File: config.mk
export PLATFORM = sky130hd
export DESIGN_NAME = reg_dump
export DESIGN_NICKNAME = d
export VERILOG_FILES = /design/src/rtl/reg_dump.sv
export SDC_FILE = /design/constraint.sdc
export NUM_CORES = 1
export LEC_CHECK = 0
export CORE_MARGIN = 1.5
export CORE_UTILIZATION = 42
export CTS_BUF_LIST = sky130_fd_sc_hd__clkbuf_4 sky130_fd_sc_hd__clkbuf_8 sky130_fd_sc_hd__clkbuf_16
export DETAILED_ROUTE_END_ITERATION = 8
export GPL_TIMING_DRIVEN = 0
export PLACE_DENSITY_LB_ADDON = 0.12
export SLEW_MARGIN = 20
export SYNTH_ARGS = -nofsm -noshare
export SYNTH_HDL_FRONTEND = slang
export SYNTH_SLANG_ARGS = --single-unit
File: constraint.sdc
create_clock -name clk -period 2.3 [get_ports clk]
set_clock_uncertainty 0.2 [all_clocks]
set_input_delay 0.23 -clock clk [delete_from_list [all_inputs] [get_ports clk]]
set_output_delay 0.23 -clock clk [all_outputs]
set_load 0.02 [all_outputs]
File: src/rtl/reg_dump.sv
// Streams a wrapping range of reg_file registers out over valid/ready, two registers per read cycle.
// Optional even parity on dout is enabled by defining REG_DUMP_PARITY_EN.
module reg_dump #(
  parameter int DW = 8,
  parameter int AW = 3
) (
  input  logic          clk,
  input  logic          reset,
  input  logic          start,
  input  logic [AW-1:0] start_addr,
  input  logic [AW:0]   count,
  output logic [AW-1:0] raddrA,
  output logic [AW-1:0] raddrB,
  input  logic [DW-1:0] data_outA,
  input  logic [DW-1:0] data_outB,
  output logic [DW-1:0] dout,
  output logic [AW-1:0] dout_addr,
  output logic          dout_par,
  output logic          dout_valid,
  input  logic          dout_ready,
  output logic          busy,
  output logic          done
);

  typedef enum logic [2:0] {
    IDLE   = 3'd0,
    FETCH  = 3'd1,
    SEND_A = 3'd2,
    SEND_B = 3'd3,
    DONE   = 3'd4
  } state_t;

  localparam logic [AW:0] MAX_CNT = (AW+1)'(2 ** AW);

  function automatic logic [AW:0] clamp_count(input logic [AW:0] c);
    return (c > MAX_CNT) ? MAX_CNT : c;
  endfunction

  state_t        state, state_n;
  logic [AW-1:0] ptr, ptr_n;
  logic [AW:0]   rem, rem_n;
  logic [DW-1:0] buf_a, buf_b;
  logic [AW-1:0] ra, rb;

  always_comb begin
    state_n = state;
    ptr_n   = ptr;
    rem_n   = rem;
    case (state)
      IDLE: begin
        if (start) begin
          ptr_n   = start_addr;
          rem_n   = clamp_count(count);
          state_n = (rem_n == '0) ? DONE : FETCH;
        end
      end
      FETCH: state_n = SEND_A;
      SEND_A: begin
        if (dout_ready) begin
          rem_n   = rem - (AW+1)'(1);
          state_n = (rem_n == '0) ? DONE : SEND_B;
        end
      end
      SEND_B: begin
        if (dout_ready) begin
          rem_n   = rem - (AW+1)'(1);
          ptr_n   = ptr + AW'(2);
          state_n = (rem_n == '0) ? DONE : FETCH;
        end
      end
      DONE:    state_n = IDLE;
      default: state_n = IDLE;
    endcase
  end

  // Read addresses are registered and loaded on entry to FETCH, so they hold outside it.
  always_ff @(posedge clk) begin
    if (reset) begin
      state <= IDLE;
      ptr   <= '0;
      rem   <= '0;
      buf_a <= '0;
      buf_b <= '0;
      ra    <= '0;
      rb    <= '0;
    end else begin
      state <= state_n;
      ptr   <= ptr_n;
      rem   <= rem_n;
      if (state == FETCH) begin
        buf_a <= data_outA;
        buf_b <= data_outB;
      end
      if (state_n == FETCH) begin
        ra <= ptr_n;
        rb <= ptr_n + AW'(1);
      end
    end
  end

`ifdef REG_DUMP_PARITY_EN
  function automatic logic even_parity(input logic [DW-1:0] d);
    return ^d;
  endfunction

  logic par_a, par_b;

  always_ff @(posedge clk) begin
    if (reset) begin
      par_a <= 1'b0;
      par_b <= 1'b0;
    end else if (state == FETCH) begin
      par_a <= even_parity(data_outA);
      par_b <= even_parity(data_outB);
    end
  end

  assign dout_par = (state == SEND_B) ? par_b : par_a;
`else
  assign dout_par = 1'b0;
`endif

  assign raddrA     = ra;
  assign raddrB     = rb;
  assign dout       = (state == SEND_B) ? buf_b : buf_a;
  assign dout_addr  = (state == SEND_B) ? ptr + AW'(1) : ptr;
  assign dout_valid = (state == SEND_A) || (state == SEND_B);
  assign busy       = (state != IDLE);
  assign done       = (state == DONE);

endmodule

==> out/qor.yml <==
status:
  status: "completed"
sta:
  finalSetupViolations: 0
  report.final.slew_viol_count: 0
  max_slew.worst_pin.slew_ns: 0.5321
  post-route-period-util_pct: 96.64
  maxClockFrequency_ghz: 0.4499
  hold_viol: 0
  timing.slew.headroom_pct: 64.53
  period_needed_ns: 2.223
drt:
  drt_iter0_markers: 72
  total_via_count_after_detailed_routing: 1579
  drt-total-wl_mm: 3.931
  antenna_violating_nets_post_route: 0
  first_pass_iteration_count_of_the_detailed_router: 4
  drc: 0
  vias_per_cell: 5.094
  routed_wire_length_per_instance_um: 12.68
logic_synthesis:
  seq_area_frac_synth_pct: 39.14
  post-synth-top-area-fraction_pct: 39.14
  synth.largest_area_cell: "sky130_fd_sc_hd__dfxtp_1"
  dominantRegCellSynth: "sky130_fd_sc_hd__dfxtp_1"
  postSynthAreaPerCell_sq_um: 8.142
  yosysUniqueCellTypes: 46
  mappedNetlistNets: 233
  synth-seq-cells: 32
  synth_edf_count: 0
  yosys_warnings: 0
  most_instantiated_cells_after_synthesis: "sky130_fd_sc_hd__nand2_1 (39), sky130_fd_sc_hd__dfxtp_1 (32), sky130_fd_sc_hd__a21oi_1 (23)"
  mappedNetlistArea_sq_um: 1637
  netlist_top_cells_area: "sky130_fd_sc_hd__dfxtp_1 (39%), sky130_fd_sc_hd__nand2_1 (8.9%), sky130_fd_sc_hd__a21oi_1 (7.0%)"
  fraction_of_synthesis_flops_using_an_asynchronous_set_or_reset_pin_pct: 0
  yosysMostFrequentCell: "sky130_fd_sc_hd__nand2_1"
  syn-instance-count: 201
global_route:
  grt_pass1_wl_mm: 6.417
  gr-total-overflow: 0
  grt_max_degree: 12
  vias_in_the_first_global_route: 1450
  gr-usage-all-layers_pct: 19.39
  grt_antenna_before_repair: 0
final_layout:
  layout-area-overhead-vs-synth_pct: 42.89
  final_net_count: 293
  layout.core_utilization_pct: 63.40
  finish.instance_area_sq_um: 2338
  post_route_cells_drive_above_1_share_pct: 19.47
  insertedDiodeCount: 0
floorplan:
  floorplan.core_area_sq_um: 3689
  io_pins: 48
  floorplan.initialDensity_pct: 44.37
  placement_rows: 22
  dieHeight_um: 65.42
  dieWidth_um: 65.42
  fp.dieArea_sq_um: 4280
clock_network:
  cts_hold_repair.buffers: 0
  numClockSinks: 32
  clk_transition_reported_paths_ns: 0.07
  cts_root_buf: "sky130_fd_sc_hd__clkbuf_8"
  numCtsBuffers: 5
  clock_tree.htree_level_count: 2
  clock_tree_from_tritoncts: "yes"
  clkLatencyLatePin_ns: 0.29
  maximum_count_of_clock_buffers_along_a_single_path: 2
pwr:
  vdd.ir_drop.worst_mv: 0.4076
  leakage_nw: 0.9722
  p_per_area_nw_per_um2: 646.7
setup_path:
  crit_fanout: 10
  crit_start_category: "register"
  timing_worst_setup_path_type: "register to output pin"
  worstPathRequired_ns: 1.87
  critPathArrivalTime_ns: 1.79
  cp-end-kind: "output pin"
flow_run:
  max-cap-violations: 0
placed_design:
  port_buffers: 46
  hpwl_mm: 2.747
  postPlaceCellArea_sq_um: 2157
  gpl.final_weighted_congestion: 0.7828
min_path:
  worst_hold_check_path_type: "register to register"
-- cells in the final DEF, fill, tap and decap left out, types with 2 or more instances in the layout --
cell type	count
sky130_fd_sc_hd__nor2b_1	2
sky130_fd_sc_hd__inv_2	3
sky130_fd_sc_hd__nand3b_1	2
sky130_fd_sc_hd__nand4b_1	2
sky130_fd_sc_hd__dlygate4sd2_1	11
sky130_fd_sc_hd__nor3_1	4
sky130_fd_sc_hd__buf_4	10
sky130_fd_sc_hd__inv_1	6
sky130_fd_sc_hd__clkbuf_8	5
sky130_fd_sc_hd__nand3_1	5
sky130_fd_sc_hd__nand2_1	39
sky130_fd_sc_hd__clkdlybuf4s50_1	34
sky130_fd_sc_hd__a31oi_1	2
sky130_fd_sc_hd__dfxtp_2	2
sky130_fd_sc_hd__ha_1	3
sky130_fd_sc_hd__ha_2	2
sky130_fd_sc_hd__buf_6	3
sky130_fd_sc_hd__nor2_1	15
sky130_fd_sc_hd__mux2_2	8
sky130_fd_sc_hd__dfxtp_1	28
sky130_fd_sc_hd__o21ai_1	5
sky130_fd_sc_hd__dfxtp_4	2
sky130_fd_sc_hd__clkinv_2	2
sky130_fd_sc_hd__xnor2_1	3
sky130_fd_sc_hd__clkbuf_1	6
sky130_fd_sc_hd__a21oi_1	23
sky130_fd_sc_hd__o21ai_0	5
-- timing repair --
action | CTS | global route
endpoints found under the setup margin | 14 | 9
gates cloned | 0 | 0
setup buffers | 4 | 5
gates resized for setup | 19 | 14
pin swaps | 1 | 6
-- flip-flops by register name (all words and copies together), names as in the netlist --
name and flops:
rem 4, ptr 3, buf_b 8, raddrA 3
raddrB 3, state 3, buf_a 8
-- worst paths after layout --
path | start | end | slack [ns] | depth (start not counted)
hold / removal | buf_b[0] | buf_b[0] | 0.25 | 2
hold reg to reg | buf_b[0] | buf_b[0] | 0.25 | 2
setup reg to reg | rem[1] | raddrA[0] | 0.08 | 7
setup / recovery | state[2] | dout[3] | 0.08 | 6
-- critical path: stages (launching register included) --
cell                            delay [ns]
sky130_fd_sc_hd__dfxtp_1              0.32
sky130_fd_sc_hd__buf_6                0.13
sky130_fd_sc_hd__nand3b_1             0.12
sky130_fd_sc_hd__buf_6                0.12
sky130_fd_sc_hd__buf_4                0.15
sky130_fd_sc_hd__mux2_2               0.34
sky130_fd_sc_hd__dlygate4sd2_1        0.32
-- logic make-up after synthesis --
family	count (synthesis)	share of synthesized area, %
AOI/OAI and AO/OA	48	18.96
xor gates and xnor gates	4	2.141
adders and majority gates	5	3.823
buffers and inverters	21	6.116
DFF	32	39.14
muxes	9	6.116
other	1	0.2291
and+or+nand+nor	81	23.47
-- routing by layer --
| layer | share of wire [%] | wire length [um] | vias to the layer above | track usage, % |
|---|---|---|---|---|
| li1 | - | - | 816 | - |
| met1 | 47 | 1846 | 723 | 25.35 |
| met2 | 47 | 1828 | 34 | 31.51 |
| met3 | 5.2 | 205 | 6 | 5.137 |
| met4 | 1.3 | 51 | 0 | 5.469 |
| met5 | 0 | 0 | - | 0 |
-- report_power, final --
part / total [mW] / internal [mW] / switching (mW) / leakage [nW]
logic: 0.443 / 0.217 / 0.226 / 0.661
clock network: 0.430 / 0.210 / 0.219 / 0.0479
registers: 0.640 / 0.604 / 0.0360 / 0.264
total: 1.51 / 1.03 / 0.482 / 0.972
-- stage by stage --
step | setup TNS (ns) | hold WS (ns) | power, mW | worst slack, ns | std cells
5_1_grt | -0.03759 | 0.2755 | 1.605 | -0.03597 | 310
3_5_place_dp | -0.8292 | 0.2449 | 1.063 | -0.3695 | 295
6_report | 0 | 0.2541 | 1.512 | 0.07717 | 310
3_3_place_gp | -0.7116 | 0.2404 | 1.058 | -0.3348 | 295
2_1_floorplan | 0 | 0.09786 | 0.9012 | 0.1299 | 201
4_1_cts | 0 | 0.2547 | 1.505 | 0.002665 | 306
-- cell type report --
class,instances,area [sq um]
repair buffers,55,516.7
plain buffers,10,63.81
fillers,362,1350
flip-flops and latches,32,650.6
multi-input cells,148,925.9
clock buffers,5,68.82
clock inverters,3,18.77
well taps,48,60.06
inverters,9,33.78
(Power assumes the default switching activity.)
